## config.mk

```make
export PLATFORM = sky130hd
export DESIGN_NAME = north_buffer_ctrl
export DESIGN_NICKNAME = d
export VERILOG_FILES = /design/src/rtl/north_buffer_ctrl_pkg.sv /design/src/rtl/north_buffer_ctrl_wrap_cnt.sv /design/src/rtl/north_buffer_ctrl.sv
export SDC_FILE = /design/constraint.sdc
export NUM_CORES = 1
export LEC_CHECK = 0
export ABC_AREA = 0
export BUFFER_PORTS_ARGS = -buffer_cell sky130_fd_sc_hd__clkbuf_2
export CORE_ASPECT_RATIO = 0.75
export CORE_MARGIN = 2
export CORE_UTILIZATION = 47
export CTS_CLUSTER_DIAMETER = 30
export CTS_CLUSTER_SIZE = 28
export DETAILED_ROUTE_END_ITERATION = 6
export GPL_TIMING_DRIVEN = 0
export PLACE_DENSITY = 0.81
export SLEW_MARGIN = 0
export SYNTH_ARGS = -nofsm -noshare
export SYNTH_HDL_FRONTEND = slang
export SYNTH_SLANG_ARGS = --single-unit
```

## constraint.sdc

```tcl
create_clock -name clk -period 1.8 [get_ports clk]
set_input_delay 0.45 -clock clk [delete_from_list [all_inputs] [get_ports clk]]
set_output_delay 0.45 -clock clk [all_outputs]
set_load 0.005 [all_outputs]
```

## src/rtl/north_buffer_ctrl_pkg.sv

```systemverilog
// rtl/north_buffer_ctrl_pkg.sv - shared state encoding and widths for the NORTH buffer controller
package north_buffer_ctrl_pkg;

    typedef enum logic [1:0] {NBC_IDLE, NBC_LOAD, NBC_READ, NBC_DRAIN} nbc_state_t;

    localparam int NBC_STALL_W = 16;

endpackage

```

## src/rtl/north_buffer_ctrl_wrap_cnt.sv

```systemverilog
// rtl/north_buffer_ctrl_wrap_cnt.sv - address counter that wraps to 0 by compare against max
module nbc_wrap_cnt #(
    parameter int W = 4
) (
    input  logic         clk,
    input  logic         rst_n,
    input  logic         inc,
    input  logic         clr,
    input  logic [W-1:0] max,
    output logic [W-1:0] cnt,
    output logic         wrap
);

    logic [W-1:0] r_cnt;

    assign cnt  = r_cnt;
    assign wrap = inc & (r_cnt == max);

    // Compare-based wrap so depths that are not a power of two behave correctly
    always_ff @(posedge clk or negedge rst_n) begin
        if (!rst_n) begin
            r_cnt <= '0;
        end else if (clr || wrap) begin
            r_cnt <= '0;
        end else if (inc) begin
            r_cnt <= r_cnt + W'(1);
        end
    end

endmodule

```

## src/rtl/north_buffer_ctrl.sv

```systemverilog
// rtl/north_buffer_ctrl.sv - NORTH buffer load/reuse sequencer; optional stall counter via NORTH_CTRL_STALL_CNT_EN
module north_buffer_ctrl
    import north_buffer_ctrl_pkg::*;
#(
    parameter  int TOTAL_MODULES = 3,
    parameter  int COL_X         = 16,
    parameter  int NUM_PASSES    = 4,
    parameter  int ADDR_WIDTH    = $clog2(COL_X),
    parameter  int PASS_W        = $clog2(NUM_PASSES + 1),
    localparam int SLICE_W       = $clog2(TOTAL_MODULES)
) (
    input  logic                   clk,
    input  logic                   rst_n,
    input  logic                   start,
    input  logic                   abort,
    input  logic [SLICE_W-1:0]     cfg_slice_idx,
    input  logic                   lp_valid,
    output logic                   lp_ready,
    output logic [SLICE_W-1:0]     n_slicing_idx,
    output logic                   n_wr_en,
    output logic [ADDR_WIDTH-1:0]  n_wr_addr,
    input  logic                   sa_ready,
    output logic                   n_rd_en,
    output logic [ADDR_WIDTH-1:0]  n_rd_addr,
    output logic                   sa_valid,
    output logic                   sa_last,
    output logic [PASS_W-1:0]      pass_idx,
    output logic                   busy,
    output logic                   done,
    output logic [NBC_STALL_W-1:0] stall_cnt
);

    nbc_state_t          r_state, w_next;
    logic [SLICE_W-1:0]  r_slice;
    logic [PASS_W-1:0]   r_pass;
    logic                r_sa_valid, r_sa_last;
    logic                w_wr_wrap, w_rd_wrap, w_last_rd, w_start_acc;

    assign w_start_acc   = start & ~abort & (r_state == NBC_IDLE);
    assign lp_ready      = (r_state == NBC_LOAD);
    assign n_wr_en       = lp_valid & lp_ready;
    assign n_rd_en       = (r_state == NBC_READ) & sa_ready;
    assign w_last_rd     = w_rd_wrap & (r_pass == PASS_W'(NUM_PASSES - 1));
    assign busy          = (r_state != NBC_IDLE);
    assign done          = (r_state == NBC_DRAIN) & ~abort;
    assign sa_valid      = r_sa_valid;
    assign sa_last       = r_sa_last;
    assign pass_idx      = r_pass;
    assign n_slicing_idx = r_slice;

    nbc_wrap_cnt #(.W(ADDR_WIDTH)) u_wr_cnt (
        .clk   (clk),
        .rst_n (rst_n),
        .inc   (n_wr_en),
        .clr   (abort || (r_state != NBC_LOAD)),
        .max   (ADDR_WIDTH'(COL_X - 1)),
        .cnt   (n_wr_addr),
        .wrap  (w_wr_wrap)
    );

    nbc_wrap_cnt #(.W(ADDR_WIDTH)) u_rd_cnt (
        .clk   (clk),
        .rst_n (rst_n),
        .inc   (n_rd_en),
        .clr   (abort || (r_state != NBC_READ)),
        .max   (ADDR_WIDTH'(COL_X - 1)),
        .cnt   (n_rd_addr),
        .wrap  (w_rd_wrap)
    );

    always_ff @(posedge clk or negedge rst_n) begin
        if (!rst_n) begin
            r_state <= NBC_IDLE;
        end else begin
            r_state <= w_next;
        end
    end

    always_comb begin
        w_next = r_state;
        case (r_state)
            NBC_IDLE:  if (start)     w_next = NBC_LOAD;
            NBC_LOAD:  if (w_wr_wrap) w_next = NBC_READ;
            NBC_READ:  if (w_last_rd) w_next = NBC_DRAIN;
            NBC_DRAIN: w_next = NBC_IDLE;
            default:   w_next = NBC_IDLE;
        endcase
        if (abort) w_next = NBC_IDLE;
    end

    // Slice index survives abort; only a new accepted start replaces it
    always_ff @(posedge clk or negedge rst_n) begin
        if (!rst_n) begin
            r_slice <= '0;
        end else if (w_start_acc) begin
            r_slice <= cfg_slice_idx;
        end
    end

    always_ff @(posedge clk or negedge rst_n) begin
        if (!rst_n) begin
            r_pass <= '0;
        end else if (abort || (r_state == NBC_IDLE) || (r_state == NBC_DRAIN)) begin
            r_pass <= '0;
        end else if (w_rd_wrap) begin
            r_pass <= r_pass + PASS_W'(1);
        end
    end

    // One-cycle buffer read latency
    always_ff @(posedge clk or negedge rst_n) begin
        if (!rst_n) begin
            r_sa_valid <= 1'b0;
            r_sa_last  <= 1'b0;
        end else if (abort) begin
            r_sa_valid <= 1'b0;
            r_sa_last  <= 1'b0;
        end else begin
            r_sa_valid <= n_rd_en;
            r_sa_last  <= w_last_rd;
        end
    end

`ifdef NORTH_CTRL_STALL_CNT_EN
    logic [NBC_STALL_W-1:0] r_stall;

    always_ff @(posedge clk or negedge rst_n) begin
        if (!rst_n) begin
            r_stall <= '0;
        end else if (w_start_acc) begin
            r_stall <= '0;
        end else if ((r_state == NBC_READ) && !sa_ready && (r_stall != {NBC_STALL_W{1'b1}})) begin
            r_stall <= r_stall + NBC_STALL_W'(1);
        end
    end

    assign stall_cnt = r_stall;
`else
    assign stall_cnt = '0;
`endif

endmodule

```

# Word level (Yosys, flattened, before mapping)
# Cells that the tools add are included.
totals:
  reg_bits: 17
  in_bits: 8
classes:
  n_addsub: 3
  bitwise_logic: 9
  eq_ne: 11
  n_reduce_logical: 12
  muxes: 13
ops:
  columns: ["op", "n"]
  rows:
  - ["two-way mux 4 bit", 4]
  - ["adder 4 x 1 -> 4 bit (second input constant)", 2]
  - ["AND 1 bit", 8]
  - ["equality test 4 bit (second input constant)", 2]
  - ["two-way mux 2 bit", 4]
  - ["one-hot mux 2 bit (4 select lines)", 1]
  - ["nonzero test 2 bit", 4]
  - ["logical OR 1 bit", 6]
  - ["two-way mux 3 bit", 2]
  - ["inequality test 3 bit (second input constant)", 2]
  - ["equality test 2 bit (second input constant)", 2]
  - ["adder 3 x 1 -> 3 bit (second input constant)", 1]
  - ["equality test 3 x 2 -> 1 bit (second input constant)", 1]
  - ["inequality test 3 x 2 -> 1 bit (second input constant)", 1]
  - ["AND reduction 3 bit", 1]
  - ["equality test 2 x 1 -> 1 bit (second input constant)", 1]
  - ["zero test 2 bit", 1]
  - ["two-way mux 1 bit", 2]
  - ["inequality test 2 x 1 -> 1 bit (second input constant)", 1]
  - ["inequality test 2 bit (second input constant)", 1]
  - ["inverter 1 bit", 1]

# Longest topological paths before layout
logic_depth:
  ltp_word: 7
  mapped_depth: 6
  depth_no_buf: 6

# Cells and area by module
# Synthesis repeated with hierarchy kept, for this count alone.
hier_totals:
  cells_unflattened: 114
  hier_area_um2: 1201.2
by_module_without_submodules:
  columns: ["mod", "area_per_inst_um2", "instances", "cells_per_inst"]
  rows:
  - ["north_buffer_ctrl", 643.1, 1, 66]
  - ["nbc_wrap_cnt", 279.0, 2, 24]

# Worst setup path before layout
# OpenSTA, ideal clock, no wires.
synth_timing:
  kind: "register -> register"
  from: "register r_state[0]"
  to: "register r_state[0]"
  synth_period_minus_slack_ns: 1.530
  n_path_buf: 0
  slack_ns: 0.270
  arrival_time_ns: 1.405
  path_stages_with_launch: 7
  cell_sequence: "dfrtp_1 -> inv_1 -> ha_1 -> nor2b_1 -> o21ai_2 -> o311ai_2 -> mux2_4"
synth_between:
  elab_chain_cells: 6
  word_cells_on_any_way: 15
  cone_classes: "eq/ne (6); mux (2); bitwise (5); reduce/logical (2)"
synth_lines:
  columns: ["item", "line", "text"]
  rows:
  - ["start: declaration", "north_buffer_ctrl.sv:33", "nbc_state_t r_state, w_next;"]
  - ["start signal: assignment", "north_buffer_ctrl.sv:75", "r_state <= w_next;"]
  - ["equality test 2 bit", "north_buffer_ctrl.sv:42, north_buffer_ctrl.sv:81", null]
  - ["AND 1 bit", "north_buffer_ctrl.sv:42", "assign n_rd_en = (r_state == NBC_READ) & sa_ready;"]
  - ["AND 1 bit", "north_buffer_ctrl_wrap_cnt.sv:17", "assign wrap = inc & (r_cnt == max);"]
  - ["AND 1 bit", "north_buffer_ctrl.sv:43", "assign w_last_rd = w_rd_wrap & (r_pass == PASS_W'(NUM_PASSES - 1));"]
  - ["inequality test 3 bit (no source line)", null, null]
  - ["AND reduction 3 bit (no source line)", null, null]
# Several ways; a longest one is shown, not always the timed one.
# A chain may end at the register's enable or synchronous reset.

# Worst setup path after layout
layout_timing:
  from: "register r_state[0]"
  to: "output n_wr_en"
layout_between:
  elab_chain_cells: 2
layout_lines:
  columns: ["item", "line", "text"]
  rows:
  - ["equality test 2 x 1 -> 1 bit", "north_buffer_ctrl.sv:40", "assign lp_ready = (r_state == NBC_LOAD);"]
  - ["AND 1 bit", "north_buffer_ctrl.sv:41", "assign n_wr_en = lp_valid & lp_ready;"]
  - ["end: declaration", "north_buffer_ctrl.sv:20", "output logic n_wr_en,"]
# No other way between the ends.

==> metrics.txt <==
Via density=between 4 and 5; First DRT Iteration DRCs=12; CTS tree=yes; # H-tree levels=1; sequential power share=43.2%; Critical R2R Launch=r_state[0]; post-route cell area=about 1300 um^2; Pleak=0.703 nW; Synth Flop Type=dfrtp_1; crit path DAT=1.30 ns; skew final=0.000690 ns; Peak Freq=571 MHz; vias in the first global route=approximately 700; clk buf depth=2; average wire per standard cell=11.8 um; Area growth syn-to-layout=26.5%; DR vias=757; # rows=14; Switch Pwr=0.000365 W; Final setup viols=0; Die Span X=58.3 um; Final Cycle Share=a little over nine tenths; first-pass GRT wire length=3.14 mm; total chip power=0.00111 W; CTS Root Cell=clkbuf_4; Post-Syn Instances=98; chip height=44.7 um; sw frac=32.8%; Clock Power Share=18.1%; Max Used Layer=met3; Req. time, crit path=1.35 ns; critical path endpoint category=output pin; GP Congestion=slightly above 0.8; mapped cell area=1040 um^2; most common cell after layout, fill and taps aside=clkbuf_2; maxcap violations=0; area leader, netlist=dfrtp_1; die area=about 2600 um^2; drt pass-1 iters=4; largest net degree at the start of global routing=18; Logic pwr share=38.7%; Clock Latency Late Sink=0.28 ns; internal power=roughly 0.00075 W; ys async rst share=100%; P per Cell Area=847 nW/um^2; Hold Crit Class=primary input to async pin; clock net sink count=17; syn avg cell area=10.6 um^2; r2r worst-path depth=5; status=complete, no violations; Clock transition at path regs=0.09 ns; Fin. Hold Viols=0; ANT nets after route=0; crit path from=r_state[0]; routed length on met2=968 um; final-stage net count=160; most frequent cells in the layout=26 x clkbuf_2, 18 x buf_4, 16 x conb_1; RSZ-0062 raised after global routing=true; post-synthesis sequential area ratio=41.0%; flop2flop setup slack=0.12 ns; met1 WL=about 850 um; GRT Total Usage=between 15 and 20%; DR WL met3=152 um; RR Endpoint=r_state[0]; starting density of the core=50.7%; Ant. Diodes=0; Post-DP Area=1250 um^2; port bufs=25; Startpoint Class=register; final core utilization=around 64%; DP HPWL=1.58 mm; Routed WL=1.97 mm; Synth top area share=41.0%; Worst VDD drop=0.689 mV; DRC violations left=0; layout cells sized above 1=42.7%; initial antenna violation count=0; #FFs+latches synth=17; Worst setup endpoint=n_wr_en; crit path max fanout=5; TritonCTS buffer count=3; grt total ovfl=0; EDFF count, synth=0; Fill cells=approximately 170; Final min period=1.75 ns; Synth area leaders=dfrtp_1 41%, buf_4 12%, ha_1 9.6%; Crit Path Class=register to output pin; synth warn=0; Yosys cell types=29; # IOs=44; max-slew violations=0; core area=2050 um^2
## metal layers
metal	track usage [%]	vias up
li1	-	379
met2	30.3	28
met1	18.5	350
met3	6.59	0
met4	1.40	0
met5	0	-
## metrics by stage
stage | hold slack (ns) | worst slack [ns] | cells | TNS (ns)
2_1_floorplan | 0.154 | 0.270 | 113 | 0
6_report | 0.0817 | 0.0493 | 167 | 0
3_5_place_dp | 0.406 | 0.137 | 162 | 0
5_1_grt | 0.0920 | -0.0308 | 167 | -0.0318
3_3_place_gp | 0.397 | 0.166 | 162 | 0
4_1_cts | 0.0885 | 0.0130 | 166 | 0
## worst min path at each step
stage,startpoint,endpoint,slack (ns),cells past startpoint
after CTS,rst_n,u_rd_cnt.cnt[0],0.09,1
after global placement,rst_n,pass_idx[2],0.40,1
final,rst_n,pass_idx[0],0.08,1
after detailed placement,rst_n,pass_idx[2],0.41,1
after floorplan,rst_n,n_slicing_idx[0],0.15,0
after global routing,rst_n,u_rd_cnt.cnt[2],0.09,1
## final cells by class
class | count | area [um^2] | share of cell area [%]
sequential | 17 | 428 | 32.6
inverter | 4 | 15.0 | 1.14
tap | 24 | 30.0 | 2.29
buffer | 18 | 133 | 10.1
multi-input combinational | 74 | 549 | 41.8
clock buffer | 4 | 26.3 | 2.00
timing repair buffer | 26 | 133 | 10.1
## cell usage after synthesis (2+ instances only)
library cell,count
xor2_1,3
nand4_1,2
dfrtp_1,17
nand2_1,4
buf_4,17
inv_1,4
and2_1,4
mux2i_1,4
xnor2_1,4
nor2b_1,2
mux2_2,2
nor2_1,11
ha_1,8
## sequential cells by signal, indices dropped and copies added, names as in the netlist
signal         cells
u_rd_cnt.cnt       4
n_slicing_idx      2
pass_idx           3
r_state            2
sa_last            1
u_wr_cnt.cnt       4
sa_valid           1
## worst max-delay path, stage by stage, from the launching register on
cell      delay (ns)
dfrtp_2         0.45
buf_4           0.15
ha_4            0.16
and2_4          0.15
clkbuf_2        0.10
## power by group through the flow
stage	logic (W)	registers, W	clock network (W)
floorplan	0.000253	0.000475	0
global placement	0.000362	0.000475	0
detailed placement	0.000376	0.000480	0
CTS	0.000385	0.000473	0.000209
global route	0.000480	0.000485	0.000226
finish	0.000431	0.000481	0.000201
## cells by family after synthesis
kind of cell,count (synthesis),share of synthesized area (%)
and+or+nand+nor,32,17.8
buffers and inverters,22,14.2
DFF,17,41.0
adders and majority gates,8,9.64
xor gates and xnor gates,7,5.90
muxes,7,7.47
AOI/OAI and AO/OA,4,3.61
other,1,0.361
## what timing repair did
item / in CTS / in global routing
hold buffers: 0 / 0
setup buffers: 0 / 1
gates resized for setup: 2 / 6
setup endpoints to repair: 1 / 3
Note: power is estimated with default switching activity, not from simulation.
